===== src/rtl/miss_tag_allocator_if.sv =====
// miss_tag_allocator_if
//   Handshake bundle between the miss tag allocator and its neighbours:
//   the cache miss and fill channels, the MSHR tag free list, and the
//   memory request and response channels.
//   master : allocator side (drives miss_ready, pop/push, mem_req_*,
//            mem_rsp_ready, fill_*, outstanding, err_unknown_tag)
//   slave  : environment side (cache, free list, memory)
//   MISS_ALLOC_STATS_EN adds the alloc_count / stall_count outputs.
interface miss_tag_allocator_if #(
    parameter int tag_bits  = 3,
    parameter int addr_bits = 32
);
    logic                 enable;
    logic                 miss_valid;
    logic [addr_bits-1:0] miss_addr;
    logic                 miss_ready;
    logic [tag_bits-1:0]  free_tag;
    logic                 free_tag_valid;
    logic                 pop;
    logic                 push;
    logic [tag_bits-1:0]  push_tag;
    logic                 mem_req_valid;
    logic [addr_bits-1:0] mem_req_addr;
    logic [tag_bits-1:0]  mem_req_tag;
    logic                 mem_req_ready;
    logic                 mem_rsp_valid;
    logic [tag_bits-1:0]  mem_rsp_tag;
    logic                 mem_rsp_ready;
    logic                 fill_valid;
    logic [addr_bits-1:0] fill_addr;
    logic [tag_bits-1:0]  fill_tag;
    logic                 fill_ready;
    logic [tag_bits:0]    outstanding;
    logic                 err_unknown_tag;
`ifdef MISS_ALLOC_STATS_EN
    logic [31:0]          alloc_count;
    logic [31:0]          stall_count;
`endif

    modport master (
        input  enable, miss_valid, miss_addr, free_tag, free_tag_valid,
               mem_req_ready, mem_rsp_valid, mem_rsp_tag, fill_ready,
        output miss_ready, pop, push, push_tag, mem_req_valid, mem_req_addr,
               mem_req_tag, mem_rsp_ready, fill_valid, fill_addr, fill_tag,
               outstanding, err_unknown_tag
`ifdef MISS_ALLOC_STATS_EN
        , output alloc_count, stall_count
`endif
    );

    modport slave (
        output enable, miss_valid, miss_addr, free_tag, free_tag_valid,
               mem_req_ready, mem_rsp_valid, mem_rsp_tag, fill_ready,
        input  miss_ready, pop, push, push_tag, mem_req_valid, mem_req_addr,
               mem_req_tag, mem_rsp_ready, fill_valid, fill_addr, fill_tag,
               outstanding, err_unknown_tag
`ifdef MISS_ALLOC_STATS_EN
        , input alloc_count, stall_count
`endif
    );
endinterface


===== src/rtl/miss_tag_allocator.sv =====
// miss_tag_allocator
//   Cache miss front end for the MSHR tag free list. Each accepted miss pops
//   the free-list head tag, records the miss address in a tag-indexed table
//   and issues a tagged memory request one cycle later. Each memory response
//   is turned into a fill to the cache, after which the tag is pushed back to
//   the free list.
// Ports
//   clk    : clock, rising edge
//   reset  : asynchronous, active-low
//   bus    : miss_tag_allocator_if.master (miss, free list, mem req/rsp,
//            fill, outstanding count, sticky unknown-tag error)
// Optional feature
//   MISS_ALLOC_STATS_EN : adds alloc_count (accepted misses) and stall_count
//   (cycles with enable & miss_valid & !miss_ready); both wrap at 2**32.
module miss_tag_allocator #(
    parameter int tag_bits  = 3,
    parameter int addr_bits = 32
) (
    input  logic                  clk,
    input  logic                  reset,
    miss_tag_allocator_if.master  bus
);
    localparam int NTAGS = 1 << tag_bits;
    localparam logic [tag_bits:0] ONE = {{tag_bits{1'b0}}, 1'b1};

    localparam logic [1:0] RSP_IDLE    = 2'd0;
    localparam logic [1:0] RSP_FILL    = 2'd1;
    localparam logic [1:0] RSP_RELEASE = 2'd2;

    logic [1:0]           r_state;
    logic [tag_bits-1:0]  r_tag;
    logic [NTAGS-1:0]     r_pend;
    logic [addr_bits-1:0] r_table [NTAGS];
    logic                 r_req_valid;
    logic [addr_bits-1:0] r_req_addr;
    logic [tag_bits-1:0]  r_req_tag;
    logic [tag_bits:0]    r_outstanding;
    logic                 r_err;

    logic w_miss_ready;
    logic w_accept;
    logic w_rsp_ready;
    logic w_rsp_accept;
    logic w_fill;
    logic w_release;

    // reset term keeps the combinational handshakes at 0 while in reset,
    // even though the free list may already present a valid head.
    assign w_miss_ready = reset & bus.enable & bus.free_tag_valid &
                          (~r_req_valid | bus.mem_req_ready);
    assign w_accept     = bus.miss_valid & w_miss_ready;
    assign w_rsp_ready  = reset & bus.enable & (r_state == RSP_IDLE);
    assign w_rsp_accept = bus.mem_rsp_valid & w_rsp_ready;
    // fill stays visible during a stall; only the transition needs enable
    assign w_fill       = (r_state == RSP_FILL);
    assign w_release    = reset & bus.enable & (r_state == RSP_RELEASE);

    assign bus.miss_ready      = w_miss_ready;
    assign bus.pop             = w_accept;
    assign bus.mem_rsp_ready   = w_rsp_ready;
    assign bus.push            = w_release;
    assign bus.push_tag        = w_release ? r_tag : '0;
    assign bus.fill_valid      = w_fill;
    assign bus.fill_addr       = w_fill ? r_table[r_tag] : '0;
    assign bus.fill_tag        = w_fill ? r_tag : '0;
    assign bus.mem_req_valid   = r_req_valid;
    assign bus.mem_req_addr    = r_req_addr;
    assign bus.mem_req_tag     = r_req_tag;
    assign bus.outstanding     = r_outstanding;
    assign bus.err_unknown_tag = r_err;

    // Release clears the serviced tag while an accept may set a different
    // one in the same cycle; the accepted tag is never the one being released
    // because it only re-enters the free list after the push.
    always_ff @(posedge clk or negedge reset) begin
        if (!reset) begin
            r_pend <= '0;
        end else begin
            if (w_release) r_pend[r_tag] <= 1'b0;
            if (w_accept)  r_pend[bus.free_tag] <= 1'b1;
        end
    end

    always_ff @(posedge clk or negedge reset) begin
        if (!reset) begin
            for (int i = 0; i < NTAGS; i++) r_table[i] <= '0;
        end else if (w_accept) begin
            r_table[bus.free_tag] <= bus.miss_addr;
        end
    end

    // Request register: a new accept may replace a draining request in the
    // same cycle; addr/tag hold after a plain drain.
    always_ff @(posedge clk or negedge reset) begin
        if (!reset) begin
            r_req_valid <= 1'b0;
            r_req_addr  <= '0;
            r_req_tag   <= '0;
        end else if (bus.enable) begin
            if (w_accept) begin
                r_req_valid <= 1'b1;
                r_req_addr  <= bus.miss_addr;
                r_req_tag   <= bus.free_tag;
            end else if (bus.mem_req_ready) begin
                r_req_valid <= 1'b0;
            end
        end
    end

    always_ff @(posedge clk or negedge reset) begin
        if (!reset) begin
            r_outstanding <= '0;
        end else begin
            case ({w_accept, w_release})
                2'b10:   r_outstanding <= r_outstanding + ONE;
                2'b01:   r_outstanding <= r_outstanding - ONE;
                default: r_outstanding <= r_outstanding;
            endcase
        end
    end

    // Response path: a response for a tag that is not pending is dropped
    // with a sticky error and no push, so the free list is never corrupted.
    always_ff @(posedge clk or negedge reset) begin
        if (!reset) begin
            r_state <= RSP_IDLE;
            r_tag   <= '0;
            r_err   <= 1'b0;
        end else if (bus.enable) begin
            case (r_state)
                RSP_IDLE: begin
                    if (w_rsp_accept) begin
                        if (r_pend[bus.mem_rsp_tag]) begin
                            r_tag   <= bus.mem_rsp_tag;
                            r_state <= RSP_FILL;
                        end else begin
                            r_err <= 1'b1;
                        end
                    end
                end
                RSP_FILL:    if (bus.fill_ready) r_state <= RSP_RELEASE;
                RSP_RELEASE: r_state <= RSP_IDLE;
                default:     r_state <= RSP_IDLE;
            endcase
        end
    end

`ifdef MISS_ALLOC_STATS_EN
    logic [31:0] r_alloc_count;
    logic [31:0] r_stall_count;

    always_ff @(posedge clk or negedge reset) begin
        if (!reset) begin
            r_alloc_count <= '0;
            r_stall_count <= '0;
        end else begin
            if (w_accept) r_alloc_count <= r_alloc_count + 32'd1;
            if (bus.enable & bus.miss_valid & ~w_miss_ready)
                r_stall_count <= r_stall_count + 32'd1;
        end
    end

    assign bus.alloc_count = r_alloc_count;
    assign bus.stall_count = r_stall_count;
`endif
endmodule


===== src/flat_wrapper.sv =====
// flat-port wrapper written by rule: the top's interface ports become plain ports
module miss_tag_allocator_flat 
#(
    parameter int tag_bits  = 3,
    parameter int addr_bits = 32
)
  (clk, reset, bus_enable, bus_miss_valid, bus_miss_addr, bus_free_tag, bus_free_tag_valid, bus_mem_req_ready, bus_mem_rsp_valid, bus_mem_rsp_tag, bus_fill_ready, bus_miss_ready, bus_pop, bus_push, bus_push_tag, bus_mem_req_valid, bus_mem_req_addr, bus_mem_req_tag, bus_mem_rsp_ready, bus_fill_valid, bus_fill_addr, bus_fill_tag, bus_outstanding, bus_err_unknown_tag);
  miss_tag_allocator_if #(.tag_bits(tag_bits), .addr_bits(addr_bits)) bus_i ();
  input  logic clk;
  input  logic reset;
  input wire logic [$bits(bus_i.enable)-1:0] bus_enable;
  input wire logic [$bits(bus_i.miss_valid)-1:0] bus_miss_valid;
  input wire logic [$bits(bus_i.miss_addr)-1:0] bus_miss_addr;
  input wire logic [$bits(bus_i.free_tag)-1:0] bus_free_tag;
  input wire logic [$bits(bus_i.free_tag_valid)-1:0] bus_free_tag_valid;
  input wire logic [$bits(bus_i.mem_req_ready)-1:0] bus_mem_req_ready;
  input wire logic [$bits(bus_i.mem_rsp_valid)-1:0] bus_mem_rsp_valid;
  input wire logic [$bits(bus_i.mem_rsp_tag)-1:0] bus_mem_rsp_tag;
  input wire logic [$bits(bus_i.fill_ready)-1:0] bus_fill_ready;
  output wire logic [$bits(bus_i.miss_ready)-1:0] bus_miss_ready;
  output wire logic [$bits(bus_i.pop)-1:0] bus_pop;
  output wire logic [$bits(bus_i.push)-1:0] bus_push;
  output wire logic [$bits(bus_i.push_tag)-1:0] bus_push_tag;
  output wire logic [$bits(bus_i.mem_req_valid)-1:0] bus_mem_req_valid;
  output wire logic [$bits(bus_i.mem_req_addr)-1:0] bus_mem_req_addr;
  output wire logic [$bits(bus_i.mem_req_tag)-1:0] bus_mem_req_tag;
  output wire logic [$bits(bus_i.mem_rsp_ready)-1:0] bus_mem_rsp_ready;
  output wire logic [$bits(bus_i.fill_valid)-1:0] bus_fill_valid;
  output wire logic [$bits(bus_i.fill_addr)-1:0] bus_fill_addr;
  output wire logic [$bits(bus_i.fill_tag)-1:0] bus_fill_tag;
  output wire logic [$bits(bus_i.outstanding)-1:0] bus_outstanding;
  output wire logic [$bits(bus_i.err_unknown_tag)-1:0] bus_err_unknown_tag;
  assign bus_i.enable = bus_enable;
  assign bus_i.miss_valid = bus_miss_valid;
  assign bus_i.miss_addr = bus_miss_addr;
  assign bus_i.free_tag = bus_free_tag;
  assign bus_i.free_tag_valid = bus_free_tag_valid;
  assign bus_i.mem_req_ready = bus_mem_req_ready;
  assign bus_i.mem_rsp_valid = bus_mem_rsp_valid;
  assign bus_i.mem_rsp_tag = bus_mem_rsp_tag;
  assign bus_i.fill_ready = bus_fill_ready;
  assign bus_miss_ready = bus_i.miss_ready;
  assign bus_pop = bus_i.pop;
  assign bus_push = bus_i.push;
  assign bus_push_tag = bus_i.push_tag;
  assign bus_mem_req_valid = bus_i.mem_req_valid;
  assign bus_mem_req_addr = bus_i.mem_req_addr;
  assign bus_mem_req_tag = bus_i.mem_req_tag;
  assign bus_mem_rsp_ready = bus_i.mem_rsp_ready;
  assign bus_fill_valid = bus_i.fill_valid;
  assign bus_fill_addr = bus_i.fill_addr;
  assign bus_fill_tag = bus_i.fill_tag;
  assign bus_outstanding = bus_i.outstanding;
  assign bus_err_unknown_tag = bus_i.err_unknown_tag;
  miss_tag_allocator #(.tag_bits(tag_bits), .addr_bits(addr_bits)) u_core (.clk(clk), .reset(reset), .bus(bus_i));
endmodule

===== config.mk =====
export PLATFORM = sky130hd
export DESIGN_NAME = miss_tag_allocator_flat
export DESIGN_NICKNAME = d
export VERILOG_FILES = /design/src/rtl/miss_tag_allocator_if.sv /design/src/rtl/miss_tag_allocator.sv /design/src/flat_wrapper.sv
export SDC_FILE = /design/constraint.sdc
export NUM_CORES = 1
export LEC_CHECK = 0
export BUFFER_PORTS_ARGS = -buffer_cell sky130_fd_sc_hd__buf_2
export CORE_ASPECT_RATIO = 1.5
export CORE_MARGIN = 5
export CORE_UTILIZATION = 40
export CTS_BUF_LIST = sky130_fd_sc_hd__clkbuf_8
export CTS_CLUSTER_DIAMETER = 100
export DETAILED_ROUTE_END_ITERATION = 7
export GPL_TIMING_DRIVEN = 0
export SYNTH_ARGS = -nofsm -noshare
export SYNTH_HDL_FRONTEND = slang
export SYNTH_SLANG_ARGS = --single-unit

===== constraint.sdc =====
create_clock -name clk -period 2.1 [get_ports clk]
set_input_delay 0 -clock clk [delete_from_list [all_inputs] [get_ports clk]]
set_output_delay 0 -clock clk [all_outputs]
set_load 0.1 [all_outputs]

==> results.md, run 1 <==
- Clock tree sinks: 310
- First drt pass iteration count: 4
- I/O Buffers: between 100 and 150
- Cells after Synth: 949
- Rel. slew slack: 0.260
- Clock buffer depth: 3
- Comb pwr share: 0.383
- Layout cells sized above 1: 0.565
- Post-route ant nets: 0
- Sw power: around 7.5 mW
- Synth cell types: 38
- Final Hold Fails: 0
- Leak: 9.29 nW
- Sequential share of power: 0.359
- Total number of vias: 9,108
- Ports: 130
- Final setup viols: 89
- Run status: finished, violations left
- Final period utilization: 1.11
- WL/cell: 22.9 µm
- Worst Clk Skew: 15.9 ps
- Total track usage: 0.209
- Clock Pin Slew Worst Setup and Hold Paths: 70 ps
- Max-Cap Viols: 0
- H-tree lvl count: 2
- Total core area: between 30,000 and 40,000 µm²
- Initial DRC Count: roughly 460
- Synth warn: 0
- CP required: 2100 ps
- Vias in the first global route: 10,000
- Initial core utilization: 0.402
- Antenna violations before repair: 1
- Final worst path period need: around 2300 ps
- Type of the worst setup path: reg -> out
- Pwr dens: 1050 nW/µm²
- Placer Congestion: about 0.77
- Failing checks: setup timing
- Post-route DRC: 0
- Clock Power Share: 0.258
- Largest net degree at the start of global routing: 52
- Final #Nets: 1,297
- Vias per cell: 5.18
- Crit. End Element: output port
- Die Span Y: 239 µm
- Sequential share of the synthesized area: 0.553
- Layout Utilization: 0.563
- DP HPWL: 23,600 µm
- GRT Residual Overflow: 0
- Internal cell power: 13.0 mW
- Die area: approximately 39,000 µm²
- Top_reg_cell synth: dfrtp_1
- Worst skew pair latency: 600 ps
- Row cnt: 84
- Seq cells post-synth: 310
- First-pass GRT wire length: slightly above 60,000 µm
- CP Max Fanout: 10
- Final Max Slew Viols: 0
- Ys async rst share: 1.00
- Final Routed Wirelength: 40,300 µm
- TritonCTS clock tree: done
- Sw Ratio: 0.367
- Syn_area_per_cell: between 10 and 15 µm²
- CP arrival: 2330 ps
- CP startpoint kind: flip-flop
- Post-synth EDFFs: 0
- Hold WC Path Type: in -> async
- Slew @ Worst Pin: 1110 ps
- Die X: approximately 160 µm
- Max VDD drop: 0.647 mV
- Mapped Nets: about 1,000
- Synthesized area: 14,000 µm²
- TNS Setup: -9820 ps
- Unrepaired setup endpoints after global routing: yes
- Root buf cell: clkbuf_8
- Total CTS buffers: 49
- Highest clock rate: about 430 MHz
- Final worst slack: -228 ps
- Syn-to-layout area delta: 40.1%
sequential cells by signal, summed over array words and instances (netlist names):
register and flops:
u_core.r_state 2, u_core.bus.mem_req_tag 3, u_core.r_table 256, u_core.bus.err_unknown_tag 1, u_core.r_pend 8, u_core.bus.mem_req_valid 1, u_core.bus.outstanding 4, u_core.r_tag 3
u_core.bus.mem_req_addr 32
routing by layer:
layer / share of wire / GRT usage / vias up
li1: - / - / 4009
met1: 0.40 / 0.264 / 4806
met2: 0.53 / 0.377 / 236
met3: 0.042 / 0.0286 / 57
met4: 0.024 / 0.0580 / 0
met5: 0 / 0 / -
synth_stat cells, types with 3 or more instances:
cell type,n,area [µm²]
and2_1,4,25.0
clkbuf_1,20,75.1
nor2_1,28,105
mux4_2,65,1460
nand2b_1,7,43.8
mux2_2,202,2270
buf_6,6,67.6
ha_1,3,37.5
xor2_1,4,35.0
inv_1,7,26.3
dfrtp_1,310,7760
nand2_1,127,477
mux2i_1,28,280
mux2_4,58,871
buf_2,30,150
o21ai_0,13,65.1
a21oi_1,10,50.1
cell families after synthesis:
kind of cell | synth area share
AO/OA/AOI/OAI | 0.0104
XOR/XNOR | 0.00312
adder cells (fa/ha/maj) | 0.00268
buffers and inverters | 0.0238
flip-flops | 0.553
multiplexers | 0.349
AND/OR/NAND/NOR | 0.0580
cells in the final DEF (no fill, tap or decap), types with 3 or more instances in the layout:
cell type | synthesis | routed
a21oi_4 | 0 | 7
mux2_2 | 202 | 168
dfrtp_1 | 310 | 307
clkbuf_4 | 0 | 3
o21ai_0 | 13 | 13
nand2b_1 | 7 | 6
nand2_2 | 0 | 10
mux2i_2 | 0 | 9
clkinv_2 | 0 | 5
xor2_1 | 4 | 4
buf_2 | 30 | 92
mux2i_1 | 28 | 5
nor2_2 | 0 | 7
dlygate4sd3_1 | 0 | 57
clkbuf_1 | 20 | 4
mux2_4 | 58 | 92
and2_1 | 4 | 4
buf_8 | 0 | 5
nor2_1 | 28 | 3
buf_4 | 0 | 25
nand2_1 | 127 | 116
buf_6 | 6 | 31
mux2i_4 | 0 | 14
mux4_2 | 65 | 65
inv_1 | 7 | 27
buf_16 | 0 | 14
clkbuf_8 | 0 | 66
nor2_4 | 0 | 18
clkbuf_16 | 0 | 5
buf_12 | 0 | 55
bufbuf_16 | 0 | 7
metrics by stage:
stage / instances / area, µm² / worst slack (ps) / hold WS, ps / power, mW
final: 1760 / 19600 / -228 / 103 / 20.6
after global routing: 1760 / 19600 / -314 / 94.7 / 21.4
after CTS: 1748 / 19400 / -304 / 79.6 / 20.6
after detailed placement: 1552 / 15600 / -1900 / -142 / 13.7
after global placement: 1549 / 15500 / -6170 / 248 / 13.5
after floorplan: 949 / 14200 / -361 / -296 / 12.1
final timing paths:
kind | from | end | slack [ps] | cells after the start
worst max register to register | u_core.bus.mem_req_valid | u_core.r_table[194] | -100 | 9
min in group clk | bus_free_tag_valid | u_core.bus.mem_req_addr[15] | 180 | 5
worst min register to register | u_core.bus.mem_req_addr[25] | u_core.bus.mem_req_addr[25] | 470 | 2
worst max-delay path | u_core.r_tag[0] | bus_fill_addr[18] | -230 | 6
max in group asynchronous | reset | u_core.r_tag[1] | 540 | 8
worst min-delay path | reset | u_core.r_table[146] | 100 | 8
power groups by stage:
stage                     Clock, mW  Combinational (mW)  Sequential [mW]
after floorplan                   0                3.39             8.69
after global placement            0                6.14             7.40
after detailed placement          0                6.23             7.43
after CTS                      5.48                7.78             7.39
after global routing           5.72                8.24             7.47
final                          5.31                7.88             7.37
area by class of cell:
type / instances / area, µm²
sequential: 310 / 7760
fill: 2789 / 15300
tap: 473 / 592
clock buffer: 60 / 826
timing repair buffer: 252 / 2880
clock inverter: 29 / 181
inverter: 9 / 42.5
buffer: 54 / 736
multi-input combinational: 572 / 6620
antenna: 1 / 2.50
worst max-delay path, cell delays in order (launching register included):
cell	delay, ps
dfrtp_2	390
buf_12	170
buf_16	180
mux4_2	530
mux2i_2	230
nor2_4	60
buf_12	160
repair_timing:
action	in CTS	in global routing
endpoints found under the hold margin	531	0
resized for setup	362	36
pin swaps	9	10
setup endpoints to repair	351	263
gates cloned	16	2
setup buffers	27	12
hold buffers	65	0
Power figures use the tool's default switching activity.
==> inputs of run 2 (changes only) <==
==> constraint.sdc (replaced) <==
create_clock -name clk -period 2.1 [get_ports clk]
set_input_delay 0.42 -clock clk [delete_from_list [all_inputs] [get_ports clk]]
set_output_delay 0.42 -clock clk [all_outputs]
set_load 0.1 [all_outputs]
==> run 2 against run 1 <==
The flow still finishes with violations (setup timing). Clock skew is 3.3 ps lower. Largest cell class unchanged. Cell count decreased by 3.9%. Worst hold slack lost 6.7 ps. Largest power group unchanged.
==> results.md, run 2 (same netlist as run 1, synthesis figures left out) <==
- Run status: finished, violations left
- Failing checks: setup timing
- Most used cell, CP: buf_12
- Post-route DRC: 0
- CP Max Fanout: 10
- Critical path's largest stage delay: 530 ps
- Final period utilization: 1.30
- Total core area: 34,900 µm²
- Max reg flops: 256
- Register Area: just under 8000 µm²
- Vias per cell: 5.16
- Total number of vias: 8,724
- Antenna violations before repair: 3
- Die X: 163 µm
- Crit. End Element: output port
- Slew @ Worst Pin: between 800 and 900 ps
- Post-layout instance area: approximately 19,000 µm²
- Die Span Y: approximately 240 µm
- Final hold slack: 96.7 ps
- Max-Cap Viols: 0
- Rel. slew slack: 0.431
- Final worst slack: -631 ps
- Root buf cell: clkbuf_8
- Largest net degree at the start of global routing: 86
- Type of the worst setup path: reg -> out
- Worst skew pair latency: 590 ps
- Overall power: 20.6 mW
- WL/cell: ~23 µm
- Layout Utilization: 0.539
- H-tree lvl count: 2
- Unrepaired setup endpoints after global routing: yes
- Final #Nets: 1,234
- Vias in the first global route: 9,579
- GRT Residual Overflow: 0
- Most common cell after layout, fill and taps aside: dfrtp_1
- Ports: 130
- CP required: around 1700 ps
- Multi-input gate area: 6600 µm²
- Syn-to-layout area delta: 34.1%
- Initial DRC Count: 395
- Highest clock rate: 366 MHz
- Final Max Slew Viols: 0
- Total CTS buffers: 49
- Placed instance area: 15,700 µm²
- Filler instances: about 2,900
- First-pass GRT wire length: 58,500 µm
- Max VDD drop: between 0.8 and 0.9 mV
- Layout cells sized above 1: 0.594
- CP arrival: 2310 ps
- First drt pass iteration count: 4
- Hold WC Path Type: in -> reg
- Clock buffer depth: 3
- Die area: 39,000 µm²
- Final Hold Fails: 0
- Biggest register: u_core.r_table
- Post-route ant nets: 0
- CP cell instances: buf_12 > buf_12 > mux4_2 > mux2i_2 > nor2_4 > buf_12
- Initial core utilization: 0.402
- Commonest cells after routing, fill and taps aside: dfrtp_1 (305), mux2_2 (201), nand2_1 (115)
- Crit-path slowest cell: mux4_2
- CP startpoint kind: flip-flop
- Worst Clk Skew: around 13 ps
- Placer Congestion: 0.788
- I/O Buffers: roughly 130
- TritonCTS clock tree: done
- Total track usage: 0.197
- Final Routed Wirelength: 38,100 µm
- Row cnt: 84
- Clock Pin Slew Worst Setup and Hold Paths: 60 ps
- Pwr dens: 1100 nW/µm²
- Final worst path period need: 2730 ps
- DP HPWL: 23,300 µm
- Leak: around 8.8 nW
- Clock tree sinks: 310
- Final setup viols: 40
-- run 2: cell count changes in the layout (fill, tap and decap cells not counted), sizes merged --
| cell | before | now |
|---|---|---|
| buf | 222 | 214 |
| bufbuf | 7 | 4 |
| clkbuf | 80 | 83 |
| clkinv | 5 | 3 |
| clkinvlp | 2 | 4 |
| dlygate4sd3 | 57 | 5 |
| inv | 29 | 20 |
-- run 2: worst paths after layout --
path	from	slack (ps)	cells past startpoint	endpoint
setup / recovery	u_core.r_tag[0]	-630	6	bus_fill_addr[18]
hold / removal	bus_mem_rsp_valid	100	2	u_core.bus.err_unknown_tag
setup reg to reg	u_core.bus.mem_req_valid	-50	11	u_core.bus.outstanding[2]
hold reg to reg	u_core.bus.mem_req_addr[16]	470	2	u_core.bus.mem_req_addr[16]
max in group asynchronous	reset	880	3	u_core.r_table[116]
min in group asynchronous	reset	510	3	u_core.r_table[231]
-- run 2: metal layers --
layer  part of all wire  global-route usage
met5            0.00089                   0
met4              0.029              0.0704
met3              0.046              0.0346
met2               0.53               0.345
met1               0.39               0.246
-- run 2: final cells by class --
| cell class | instances | share of cell area |
|---|---|---|
| antenna | 1 | 0.000133 |
| buffer | 58 | 0.0401 |
| clock buffer | 63 | 0.0461 |
| clock inverter | 20 | 0.00712 |
| inverter | 9 | 0.00333 |
| multi-input combinational | 572 | 0.351 |
| sequential | 310 | 0.413 |
| tap | 473 | 0.0315 |
| timing repair buffer | 185 | 0.108 |
-- run 2: worst max-delay path, delay by kind of cell, from the launching register on --
family | cells | cell delay, ps
mux | 2 | 750
buf+inv | 3 | 480
flops | 1 | 400
simple gates | 1 | 70
-- run 2: power by group --
group	internal (mW)	switching, mW	total (mW)
logic	3.34	4.57	7.91
registers	6.87	0.505	7.37
clock network	2.91	2.41	5.32
-- run 2: through the flow --
step | setup TNS [ps] | std cells | worst slack [ps]
after CTS | -21950 | 1664 | -683
after floorplan | -1410 | 949 | -315
after global routing | -22580 | 1691 | -724
after detailed placement | -511810 | 1551 | -1950
after global placement | -3598780 | 1549 | -6550
final | -19230 | 1691 | -631
-- run 2: repair_timing --
item	4_1_cts	5_1_grt
cloned	5	3
endpoints found under the setup margin	351	127
setup buffers	14	23
hold buffers	11	0
pin swaps	3	17
gates resized for setup	241	113
hold endpoints to repair	131	0
==> inputs of run 3 (changes only) <==
--- a/config.mk
+++ b/config.mk
@@ -8,11 +8,12 @@
 export BUFFER_PORTS_ARGS = -buffer_cell sky130_fd_sc_hd__buf_2
 export CORE_ASPECT_RATIO = 1.5
 export CORE_MARGIN = 5
-export CORE_UTILIZATION = 40
+export CORE_UTILIZATION = 56
 export CTS_BUF_LIST = sky130_fd_sc_hd__clkbuf_8
 export CTS_CLUSTER_DIAMETER = 100
 export DETAILED_ROUTE_END_ITERATION = 7
 export GPL_TIMING_DRIVEN = 0
+export PLACE_DENSITY = 0.79
 export SYNTH_ARGS = -nofsm -noshare
 export SYNTH_HDL_FRONTEND = slang
 export SYNTH_SLANG_ARGS = --single-unit
==> run 3 against run 2 <==
The flow still finishes with violations (setup timing). Highest routed layer unchanged. Cell count is 7.5% lower. Largest cell class unchanged. Sequential cell count stayed put. Critical endpoint unchanged. Total power is 4.0% higher. Clock power is 3% higher.
==> results.md, run 3 (same netlist as run 1, synthesis figures left out) <==
- Run status: finished, violations left
- Failing checks: setup timing
- Register Area: 7760 µm²
- Die X: 139 µm
- Most common cell after layout, fill and taps aside: dfrtp_1
- Final Hold Fails: 0
- Slew @ Worst Pin: 701 ps
- CP arrival: around 2400 ps
- Clock Pin Slew Worst Setup and Hold Paths: 70 ps
- Max reg flops: 256
- CP cell instances: buf_12 > clkbuf_16 > mux4_2 > mux2i_2 > nor2_4 > buf_12
- Final worst slack: -708 ps
- Placer Congestion: 0.804
- Commonest cells after routing, fill and taps aside: dfrtp_1 (307), mux2_2 (200), nand2_1 (114)
- Vias in the first global route: 10,300
- H-tree lvl count: 2
- Die Span Y: between 200 and 250 µm
- Worst path top cell family by delay: multiplexers
- Overall power: between 20 and 25 mW
- Pwr dens: 1120 nW/µm²
- Leak: 9.03 nW
- Total core area: 24,900 µm²
- Type of the worst setup path: reg -> out
- Final Max Slew Viols: 0
- Post-layout instance area: ~19,000 µm²
- Hold WC Path Type: in -> reg
- Highest clock rate: 356 MHz
- Die area: 28,400 µm²
- Unrepaired setup endpoints after global routing: yes
- DP HPWL: around 22,000 µm
- Initial DRC Count: just over 800
- Final worst path period need: 2810 ps
- Crit path buffers/inverters: 3
- Final hold slack: roughly 120 ps
- Max VDD drop: 0.797 mV
- Final #Nets: roughly 1,200
- Vias per cell: 6.24
- Final period utilization: 1.34
- Crit-path slowest cell: mux4_2
- RR Startpoint: u_core.bus.mem_req_valid
- Final setup viols: 231
- Reg2reg end: u_core.r_table[244]
- Max-Cap Viols: 0
- Post-route DRC: 0
- Worst skew pair latency: 570 ps
- Critical path's largest stage delay: 520 ps
- Total CTS buffers: 46
- Biggest register: u_core.r_table
- Reg2reg path depth: 7
- Filler instances: between 1,000 and 1,500
- Reg2reg setup slack: -110 ps
- Most used cell, CP: buf_12
- GRT Residual Overflow: 0
- First-pass GRT wire length: between 60,000 and 70,000 µm
- Crit. End Element: output port
- Clock tree sinks: 310
- Largest net degree at the start of global routing: ~130
- Total number of vias: between 9,000 and 10,000
- First drt pass iteration count: 6
- Antenna violations before repair: 3
- Post-route ant nets: 0
- Rel. slew slack: 0.532
- Worst Setup EP: bus_fill_addr[18]
- I/O Buffers: 127
- Critical path origin: u_core.r_tag[0]
- Ports: 130
- Layout cells sized above 1: 0.606
- Crit path depth: 6
- CP startpoint kind: flip-flop
- TritonCTS clock tree: done
- Syn-to-layout area delta: 36.2%
- Worst Clk Skew: 14.8 ps
- Multi-input gate area: 6650 µm²
- Placed instance area: 15,500 µm²
- Root buf cell: clkbuf_8
- Initial core utilization: 0.564
- Row cnt: between 70 and 80
- Total track usage: 0.280
- Final Routed Wirelength: 44,000 µm
- WL/cell: 28.1 µm
- CP Max Fanout: 6
- CP required: ~1700 ps
- Clock buffer depth: 3
run 3: cell types whose count changed in the layout (fill, tap and decap cells not counted), sizes merged:
cell          change
dlymetal6s2s      +1
inv               -1
buf              +16
bufinv            +1
clkbuf            +7
clkinv            +2
bufbuf            -3
dlygate4sd3       -5
run 3: per-stage QoR:
step,worst slack [ps],setup TNS (ps),util,instances
6_report,-708,-30060,0.768,1564
5_1_grt,-740,-33520,0.768,1564
4_1_cts,-678,-127640,0.741,1535
3_5_place_dp,-1180,-292490,0.624,1406
3_3_place_gp,-6260,-3428300,0.621,1404
2_1_floorplan,-315,-1410,-,949
run 3: layout make-up:
cell class,count,area share
multi-input combinational,572,0.348
tap,328,0.0215
timing repair buffer,203,0.122
buffer,57,0.0455
clock inverter,22,0.00897
inverter,9,0.00288
antenna,1,0.000131
clock buffer,62,0.0447
sequential,310,0.406
run 3: worst min-delay path by stage:
stage	startpoint	slack [ps]	endpoint	cells after the start
final	bus_mem_rsp_valid	120	u_core.bus.err_unknown_tag	2
after CTS	bus_mem_rsp_valid	80	u_core.bus.err_unknown_tag	2
after floorplan	reset	120	u_core.bus.err_unknown_tag	0
after global placement	u_core.bus.err_unknown_tag	450	u_core.bus.err_unknown_tag	1
after detailed placement	u_core.bus.outstanding[3]	460	u_core.bus.outstanding[3]	1
after global routing	bus_mem_rsp_valid	110	u_core.bus.err_unknown_tag	2
run 3: per-layer routing:
layer | up-vias | track usage | wire [µm]
met5 | - | 0 | 27
met4 | 4 | 0.141 | 3040
met3 | 187 | 0.0530 | 2960
met2 | 549 | 0.488 | 22500
met1 | 5095 | 0.334 | 15500
li1 | 3921 | - | -
run 3: what timing repair did:
| item | CTS | global route |
|---|---|---|
| endpoints found under the setup margin | 315 | 335 |
| endpoints found under the hold margin | 103 | 0 |
| pin swaps | 11 | 29 |
| buffers inserted | 34 | 26 |
| hold buffers | 2 | 0 |
| gates resized for setup | 329 | 83 |
| cloned | 10 | 6 |
run 3: power breakdown:
group / internal (mW) / switching [mW] / leakage (nW)
Clock: 3.01 / 2.47 / 0.577
Combinational: 3.58 / 4.90 / 4.36
Sequential: 6.86 / 0.617 / 4.10
